**src/rtl/pwm_multichannel_if.sv**
```systemverilog
// Control/register bus for pwm_multichannel: shadow writes, timing setup and channel enables.
interface pwm_multichannel_if #(
  parameter int unsigned NUM_CH = 16,
  parameter int unsigned CNT_W  = 8,
  parameter int unsigned PRE_W  = 8
);
  localparam int unsigned CH_W = (NUM_CH > 1) ? $clog2(NUM_CH) : 1;

  logic              duty_we;
  logic [CH_W-1:0]   duty_ch;
  logic [CNT_W-1:0]  duty_wdata;
  logic              top_we;
  logic [CNT_W-1:0]  top_wdata;
  logic              center_mode;
  logic [PRE_W-1:0]  prescale;
  logic              restart;
  logic [NUM_CH-1:0] en_out;
  logic [NUM_CH-1:0] en_pwm;

  modport master (
    output duty_we, duty_ch, duty_wdata, top_we, top_wdata,
           center_mode, prescale, restart, en_out, en_pwm
  );

  modport slave (
    input  duty_we, duty_ch, duty_wdata, top_we, top_wdata,
           center_mode, prescale, restart, en_out, en_pwm
  );
endinterface

```
**src/rtl/pwm_multichannel.sv**
```systemverilog
// NUM_CH-channel PWM with prescaler, edge/center-aligned counting and shadowed
// duty/TOP registers that commit only at a period boundary or on restart.
module pwm_multichannel #(
  parameter int unsigned NUM_CH = 16,
  parameter int unsigned CNT_W  = 8,
  parameter int unsigned PRE_W  = 8
) (
  input  logic              clk,
  input  logic              rst,
  pwm_multichannel_if.slave bus,
  output logic [NUM_CH-1:0] out,
  output logic              period_start
);
  localparam int unsigned CH_W = (NUM_CH > 1) ? $clog2(NUM_CH) : 1;
  localparam logic [CH_W:0] NUM_CH_L = (CH_W+1)'(NUM_CH);

  typedef enum logic {DIR_UP, DIR_DOWN} dir_t;

  dir_t              dir_q, dir_d;
  logic [CNT_W-1:0]  cnt_q, cnt_d;
  logic [PRE_W-1:0]  pre_q, pre_d;
  logic [CNT_W-1:0]  top_sh, top_act;
  logic              mode_act;
  logic [CNT_W-1:0]  duty_sh  [NUM_CH];
  logic [CNT_W-1:0]  duty_act [NUM_CH];
  logic              tick_c, commit_c, ch_ok_c;
  logic [NUM_CH-1:0] pwm_c;

  assign ch_ok_c = ({1'b0, bus.duty_ch} < NUM_CH_L);

  // Prescaler, counter and direction next-state; commit_c marks a period boundary.
  always_comb begin
    pre_d    = pre_q;
    cnt_d    = cnt_q;
    dir_d    = dir_q;
    tick_c   = 1'b0;
    commit_c = 1'b0;
    if (bus.restart) begin
      pre_d    = '0;
      cnt_d    = '0;
      commit_c = 1'b1;
    end else begin
      // >= so that lowering prescale below pre_q wraps immediately
      tick_c = (pre_q >= bus.prescale);
      pre_d  = tick_c ? '0 : pre_q + PRE_W'(1);
      if (tick_c) begin
        if (!mode_act || top_act <= CNT_W'(1)) begin
          if (cnt_q >= top_act) begin
            cnt_d    = '0;
            commit_c = 1'b1;
          end else begin
            cnt_d = cnt_q + CNT_W'(1);
          end
        end else if (dir_q == DIR_UP) begin
          if (cnt_q >= top_act) begin
            cnt_d = top_act - CNT_W'(1);
            dir_d = DIR_DOWN;
          end else begin
            cnt_d = cnt_q + CNT_W'(1);
          end
        end else begin
          if (cnt_q <= CNT_W'(1)) begin
            cnt_d    = '0;
            commit_c = 1'b1;
          end else begin
            cnt_d = cnt_q - CNT_W'(1);
          end
        end
      end
    end
    if (commit_c) dir_d = DIR_UP;
  end

  // Per-channel compare against the committed duty (duty > TOP gives 100%).
  always_comb begin
    pwm_c = '0;
    for (int i = 0; i < NUM_CH; i++) begin
      pwm_c[i] = ({1'b0, cnt_q} < {1'b0, duty_act[i]});
    end
  end

  always_ff @(posedge clk) begin
    if (rst) begin
      cnt_q        <= '0;
      pre_q        <= '0;
      dir_q        <= DIR_UP;
      top_sh       <= '1;
      top_act      <= '1;
      mode_act     <= 1'b0;
      out          <= '0;
      period_start <= 1'b0;
      for (int i = 0; i < NUM_CH; i++) begin
        duty_sh[i]  <= '0;
        duty_act[i] <= '0;
      end
    end else begin
      cnt_q        <= cnt_d;
      pre_q        <= pre_d;
      dir_q        <= dir_d;
      period_start <= commit_c;
      out          <= bus.en_out & (~bus.en_pwm | pwm_c);
      if (commit_c) begin
        duty_act <= duty_sh;
        top_act  <= top_sh;
        mode_act <= bus.center_mode;
      end
      // Shadow writes land after the commit reads, so a boundary-cycle write waits a period
      if (bus.duty_we && ch_ok_c) duty_sh[bus.duty_ch] <= bus.duty_wdata;
      if (bus.top_we) top_sh <= bus.top_wdata;
    end
  end
endmodule

```
**src/flat_wrapper.sv**
```systemverilog
// flat-port wrapper written by rule: the top's interface ports become plain ports
module pwm_multichannel_flat 
#(
  parameter int unsigned NUM_CH = 16,
  parameter int unsigned CNT_W  = 8,
  parameter int unsigned PRE_W  = 8
)
  (clk, rst, out, period_start, bus_duty_we, bus_duty_ch, bus_duty_wdata, bus_top_we, bus_top_wdata, bus_center_mode, bus_prescale, bus_restart, bus_en_out, bus_en_pwm);
  pwm_multichannel_if #(.NUM_CH(NUM_CH), .CNT_W(CNT_W), .PRE_W(PRE_W)) bus_i ();
  input  logic clk;
  input  logic rst;
  output logic [NUM_CH-1:0] out;
  output logic period_start;
  input wire logic [$bits(bus_i.duty_we)-1:0] bus_duty_we;
  input wire logic [$bits(bus_i.duty_ch)-1:0] bus_duty_ch;
  input wire logic [$bits(bus_i.duty_wdata)-1:0] bus_duty_wdata;
  input wire logic [$bits(bus_i.top_we)-1:0] bus_top_we;
  input wire logic [$bits(bus_i.top_wdata)-1:0] bus_top_wdata;
  input wire logic [$bits(bus_i.center_mode)-1:0] bus_center_mode;
  input wire logic [$bits(bus_i.prescale)-1:0] bus_prescale;
  input wire logic [$bits(bus_i.restart)-1:0] bus_restart;
  input wire logic [$bits(bus_i.en_out)-1:0] bus_en_out;
  input wire logic [$bits(bus_i.en_pwm)-1:0] bus_en_pwm;
  assign bus_i.duty_we = bus_duty_we;
  assign bus_i.duty_ch = bus_duty_ch;
  assign bus_i.duty_wdata = bus_duty_wdata;
  assign bus_i.top_we = bus_top_we;
  assign bus_i.top_wdata = bus_top_wdata;
  assign bus_i.center_mode = bus_center_mode;
  assign bus_i.prescale = bus_prescale;
  assign bus_i.restart = bus_restart;
  assign bus_i.en_out = bus_en_out;
  assign bus_i.en_pwm = bus_en_pwm;
  pwm_multichannel #(.NUM_CH(NUM_CH), .CNT_W(CNT_W), .PRE_W(PRE_W)) u_core (.clk(clk), .rst(rst), .bus(bus_i), .out(out), .period_start(period_start));
endmodule
```
**config.mk**
```make
export PLATFORM = sky130hd
export DESIGN_NAME = pwm_multichannel_flat
export DESIGN_NICKNAME = d
export VERILOG_FILES = /design/src/rtl/pwm_multichannel_if.sv /design/src/rtl/pwm_multichannel.sv /design/src/flat_wrapper.sv
export SDC_FILE = /design/constraint.sdc
export NUM_CORES = 1
export LEC_CHECK = 0
export CELL_PAD_IN_SITES_DETAIL_PLACEMENT = 1
export CELL_PAD_IN_SITES_GLOBAL_PLACEMENT = 1
export CORE_MARGIN = 2
export CORE_UTILIZATION = 40
export CTS_CLUSTER_DIAMETER = 120
export DETAILED_ROUTE_END_ITERATION = 12
export GPL_TIMING_DRIVEN = 0
export PLACE_DENSITY = 0.79
export SETUP_SLACK_MARGIN = 0.2
export SLEW_MARGIN = 10
export SYNTH_ARGS = -nofsm -noshare
export SYNTH_HDL_FRONTEND = slang
export SYNTH_SLANG_ARGS = --single-unit
```
**constraint.sdc**
```tcl
create_clock -name clk -period 7.7 [get_ports clk]
set_input_delay 1.54 -clock clk [delete_from_list [all_inputs] [get_ports clk]]
set_output_delay 1.54 -clock clk [all_outputs]
set_load 0.005 [all_outputs]
```
==> impl_metrics.toml, run 1 <==
[sta]
max_slew.worst_pin.slew_ps = 1110
grt_setup_unrepaired = "no"
final_max_slew_viol_count = 0
fin_crit_sh = 0.604
maxSlewHeadroom = 0.258
fin_setup_tns_ps = 0
finalCriticalPeriod_ps = 4650
finClkSkew_ps = 21.1
hold_violations = 0
setup_viol = 0
max_freq_mhz = 215

[worst_setup_path]
path_class = "in -> reg"
cp-start-kind = "primary input"
cp.arrival_ps = 5090
slowest_stage = "clkbuf_1"
path_cells = "clkdlybuf4s50_1 > inv_1 > ha_1 > a21oi_1 > o21ai_0 > a21o_1 > clkbuf_1 > clkbuf_1 > buf_1 > nand3_1 > o211ai_1"
critPathCaptureType = "register"
max_stage_delay_ps = 770
cp.required_ps = 8140
cpMostUsedCell = "clkbuf_1"
cp_max_fo = 10

[clock_network]
cts_tree = "done"
path_clk_slew_ps = 60
cts_hold_buffers = 0
cts_num_sinks = 307
cts_resized = 0
clockBufferDepth = 3
cts-root-buf = "clkbuf_16"
clk_latency_ps = 540
htree_levels = 2
cts_setup_buffers = 0
cts_made_buffers = 38

[logic_synthesis]
seq_area_frac_synth = 0.342
avgSynthCellArea_um2 = 8.77
yosysTopAreaCell = "dfxtp_1"
netlist_instances = 2047
synth_top_area_share = 0.342
synth_edf_count = 0
synthArstFlopShare = 0
ys_top_cells_by_area = "dfxtp_1, ha_1, nand3_1"
synthesis.area_um2 = 18000
synth.distinct_cells = 54
ys_ff_latch = 307
yosys_warnings = 0
syn_nets = 2247
ys.flop_type = "dfxtp_1"

[global_route]
grtUsageTotal = 0.251
grt_overflow = 0
grt_pass1_vias = 17100
grt_pass1_wl_um = 93600
grt_max_degree = 23
antenna_found_initial = 1

[run]
cap_viol_max_count = 0

[route]
drt-pass1-iter-count = 6
drt_iter0_drc = 1065
final_antenna_net_count = 0
wire_per_inst_um = 21.4
drt-total-wl_um = 59500
drcViolationCount = 0
num_vias = 16100
viasPerCell = 5.77

[floorplan]
row_count = 77
die-area_um2 = 46600
io_pins = 83
die_h_um = 216
dieWidth_um = 216
core_um2 = 44200
start_util = 0.406

[power_and_ir_drop]
finalPower_mw = 3.76
p_clk_frac = 0.497
p_leak_nw = 7.77
p_int_mw = 2.85
power.share.sequential = 0.433
ir_drop_mv = 0.141
power_density_nw_per_um2 = 180
swShare = 0.242
switching_power_mw = 0.910
power_frac_comb = 0.069

[final_layout]
final_cells = 2787
area_growth_pct = 16.2
diodes = 0
regArea_um2 = 6150
utilization = 0.472
layout.nets = 2369
fill_cells = 5152
multi_input_area_um2 = 10400
drive_gt1_frac = 0.0752

[placement]
place.gp.congestion = 0.860
place_hpwl_um = 41800
placed_cells = 2721
io_buffers = 80

[worst_hold_path]
hp-class = "reg -> reg"

[run_status]
outcome = "complete, no violations"
[critical path, delay by kind of cell]
family          cells  cell delay (ps)
compound gates      4              750
fa+ha+maj           1              290
buf+inv             5             2350
simple gates        1              150
[cells in the mapped netlist (3+ instances only)]
library cell  number
a211oi_1          20
a21o_1            18
a21oi_1           31
a31o_2            16
a31oi_1           16
and3_1             8
buf_1             13
buf_6             25
clkbuf_1         123
dfxtp_1          307
ha_1             134
inv_1            158
mux2i_1          132
nand2_1           37
nand2b_1          37
nand3_1          284
nand3b_1           3
nand4_1            3
nor2_1           160
nor2b_1          129
nor3_1             9
o211ai_1         107
o211ai_2          46
o21ai_0           43
o2bb2a_1         129
o31ai_1            3
or3_1              6
xnor2_1           13
xor2_1             5
[state kept, by name (all words and copies together), names as in the netlist]
| register | cells |
|---|---|
| u_core.cnt_q | 8 |
| u_core.duty_sh | 128 |
| u_core.mode_act | 1 |
| u_core.top_sh | 8 |
| u_core.duty_act | 128 |
| u_core.pre_q | 8 |
| u_core.dir_q | 1 |
| u_core.out | 16 |
| u_core.top_act | 8 |
| u_core.period_start | 1 |
[stage by stage]
step / cell area [um2] / setup slack, ps / hold WS, ps
after floorplan: 18000 / 4350 / 426
after global placement: 19500 / 2560 / 439
after detailed placement: 19600 / 2550 / 475
after CTS: 20900 / 3090 / 487
after global routing: 20900 / 2810 / 519
final: 20900 / 3050 / 478
[logic make-up (layout without fill, tap and decap cells)]
| kind of cell | after synthesis | after routing | share of synthesized area |
|---|---|---|---|
| buffers and inverters | 320 | 468 | 0.0773 |
| XOR/XNOR | 18 | 18 | 0.00878 |
| multiplexers | 133 | 133 | 0.0742 |
| flip-flops | 307 | 307 | 0.342 |
| AO/OA/AOI/OAI | 449 | 449 | 0.212 |
| adder cells (fa/ha/maj) | 134 | 134 | 0.0934 |
| AND/OR/NAND/NOR | 686 | 686 | 0.192 |
[power groups by stage]
stage | Combinational, mW | Sequential, mW | Clock, mW
after floorplan | 0.138 | 1.66 | 0
after global placement | 0.248 | 1.66 | 0
after detailed placement | 0.258 | 1.67 | 0
after CTS | 0.261 | 1.63 | 1.90
after global routing | 0.283 | 1.63 | 1.96
final | 0.261 | 1.63 | 1.87
[placed cells by master, fill, tap and decap left out, types with 5 or more instances in the layout]
master	count
dfxtp_2	7
o211ai_2	46
nand2_1	37
o2bb2a_1	129
nand2b_1	37
inv_1	158
a31o_2	16
clkbuf_1	128
buf_1	13
buf_6	25
and3_1	8
xnor2_1	13
dfxtp_1	300
nor2_1	160
a21o_1	18
nand3_1	284
a31oi_1	16
a211oi_1	20
or3_1	6
mux2i_1	132
clkbuf_16	41
xor2_1	5
nor3_1	9
o211ai_1	107
a21oi_1	31
ha_1	134
clkinv_2	7
o21ai_0	43
nor2b_1	129
clkdlybuf4s50_1	80
[per-layer routing]
layer	global-route usage	vias up	routed length, um
met4	0.0834	0	1770
met5	0	-	0
met2	0.452	363	29600
li1	-	7581	-
met1	0.311	8021	26200
met3	0.0254	119	2000
[cell type report]
cell class	instances	area share
plain buffers	161	0.0380
clock buffers	50	0.0527
clock inverters	16	0.00942
inverters	159	0.0286
multi-input cells	1420	0.500
flip-flops and latches	307	0.295
well taps	592	0.0355
repair buffers	82	0.0410
[final timing paths]
| kind | start | to | slack (ps) | depth (start not counted) |
|---|---|---|---|---|
| max | bus_prescale[5] | u_core.duty_act[53]$_SDFFE_PP0P_ | 3050 | 11 |
| min | u_core.pre_q[0]$_SDFF_PP0_ | u_core.pre_q[0]$_SDFF_PP0_ | 480 | 1 |
| max reg2reg | u_core.cnt_q[0]$_SDFFE_PP0P_ | u_core.top_act[2]$_SDFFE_PP1P_ | 3870 | 10 |
| min reg2reg | u_core.pre_q[0]$_SDFF_PP0_ | u_core.pre_q[0]$_SDFF_PP0_ | 480 | 1 |
Note: power is estimated with default switching activity, not from simulation.
==> run 2, diff against run 1 <==
==> constraint.sdc (replaced) <==
create_clock -name clk -period 4.8 [get_ports clk]
set_input_delay 0.96 -clock clk [delete_from_list [all_inputs] [get_ports clk]]
set_output_delay 0.96 -clock clk [all_outputs]
set_load 0.005 [all_outputs]
==> results of run 2 <==
Same layout as run 1 (identical final DEF). Status: complete, no violations.
Among the figures that moved: setup slack after placement 2550 ps -> 233 ps; setup slack after layout 3050 ps -> 732 ps; register-to-register setup slack 3870 ps -> 970 ps; total power 3.76 mW -> 6.04 mW; worst IR drop on VDD 0.141 mV -> 0.226 mV
==> run 3, diff against run 2 <==
==> constraint.sdc (replaced) <==
create_clock -name clk -period 4.1 [get_ports clk]
set_input_delay 0.82 -clock clk [delete_from_list [all_inputs] [get_ports clk]]
set_output_delay 0.82 -clock clk [all_outputs]
set_load 0.005 [all_outputs]
==> run 3 against run 2 <==
  * Die area is the same
  * Flip-flop and latch count is the same
  * Global-route usage is the same
  * Clock-buffer cell count is the same
  * Critical endpoint unchanged
==> impl_metrics.toml, run 3 (synthesis gave the netlist of run 1 again) <==
[run_status]
outcome = "complete, no violations"

[route]
drcViolationCount = 0
viasPerCell = 5.76
drt-pass1-iter-count = 6
drt_iter0_drc = 970
drt-total-wl_um = 59600
wire_per_inst_um = 21.4
final_antenna_net_count = 0
num_vias = 16000

[clock_network]
htree_levels = 2
clk_latency_ps = 540
cts_hold_buffers = 0
clockBufferDepth = 3
cts-root-buf = "clkbuf_16"
cts_made_buffers = 38
cts_tree = "done"
cts_num_sinks = 307
cts_setup_buffers = 0
path_clk_slew_ps = 60

[floorplan]
core_um2 = 44200
io_pins = 83
start_util = 0.406
row_count = 77
die-area_um2 = 46600
dieWidth_um = 216
die_h_um = 216

[worst_setup_path]
path_class = "in -> reg"
cp.required_ps = 4540
critPathCaptureType = "register"
cp.arrival_ps = 4050
cp_max_fo = 10
cp-start-kind = "primary input"

[sta]
finalCriticalPeriod_ps = 3600
max_slew.worst_pin.slew_ps = 1100
maxSlewHeadroom = 0.268
hold_slack_ps = 478
hold_violations = 0
max_freq_mhz = 277
grt_setup_unrepaired = "no"
final_max_slew_viol_count = 0
finClkSkew_ps = 21.2
setup_viol = 0
fin_crit_sh = 0.879

[final_layout]
layout.nets = 2369
multi_input_area_um2 = 10400
regArea_um2 = 6150
fill_cells = 5150
top_regs = "u_core.duty_act (128), u_core.duty_sh (128), u_core.out (16)"
area_growth_pct = 16.2
layout_commonest_cell = "dfxtp_1"
final_cell_mix = "dfxtp_1, nand3_1, nor2_1"
diodes = 0
drive_gt1_frac = 0.0765

[global_route]
grt_overflow = 0
grt_max_degree = 23
grt_use_met1 = 0.311
grt_pass1_vias = 17100
antenna_found_initial = 1
grt_pass1_wl_um = 93600
grtUsageTotal = 0.251
grt_util_met2 = 0.452
grtUsageMet3 = 0.0254
gr-max-usage-layer = "met2"

[placement]
place_hpwl_um = 41800
place.gp.congestion = 0.860
io_buffers = 80

[power_and_ir_drop]
ir_drop_mv = 0.265
power_density_nw_per_um2 = 339
finalPower_mw = 7.07
p_leak_nw = 7.78

[worst_hold_path]
hp-class = "reg -> reg"

[run]
cap_viol_max_count = 0
## run 3: worst paths after layout
check	from	endpoint	slack, ps	cells past startpoint
min	u_core.pre_q[0]$_SDFF_PP0_	u_core.pre_q[0]$_SDFF_PP0_	480	1
min reg2reg	u_core.pre_q[0]$_SDFF_PP0_	u_core.pre_q[0]$_SDFF_PP0_	480	1
max reg2reg	u_core.cnt_q[0]$_SDFFE_PP0P_	u_core.cnt_q[6]$_SDFFE_PP0P_	590	11
max	bus_prescale[5]	u_core.duty_act[53]$_SDFFE_PP0P_	500	11
## run 3: where the power goes
group          internal [mW]  switching [mW]
Clock                   2.14            1.37
Combinational          0.183           0.307
Sequential              3.03          0.0302
## run 3: area by class of cell
cell class	count	area share
clock buffers	50	0.0527
well taps	592	0.0355
multi-input cells	1420	0.500
clock inverters	16	0.00942
inverters	159	0.0286
repair buffers	82	0.0410
plain buffers	161	0.0381
flip-flops and latches	307	0.295
## run 3: metrics by stage
step	cell area, um2	setup slack, ps	setup TNS (ps)	utilization	instances
after floorplan	18000	1470	0	-	2047
after global placement	19500	-316	-13000	0.441	2719
after detailed placement	19600	-327	-13100	0.442	2721
after CTS	20900	207	0	0.472	2787
after global routing	20900	255	0	0.472	2787
final	20900	495	0	0.472	2787
## run 3: worst max-delay path: stages
cell,delay (ps)
clkdlybuf4s50_1,460
inv_1,40
ha_1,290
a21oi_1,60
o21ai_0,230
a21o_1,330
clkbuf_2,470
clkbuf_1,590
buf_1,470
nand3_1,150
o211ai_1,130
## run 3: metal layers
metal | vias to the layer above | share of wire
met5 | - | 0
met4 | 0 | 0.030
met3 | 115 | 0.035
met2 | 360 | 0.50
met1 | 7992 | 0.44
li1 | 7582 | -
## run 3: timing repair
item | in CTS | in global routing
resized for setup | 0 | 6
setup endpoints to repair | 0 | 65
hold endpoints to repair | 0 | 0
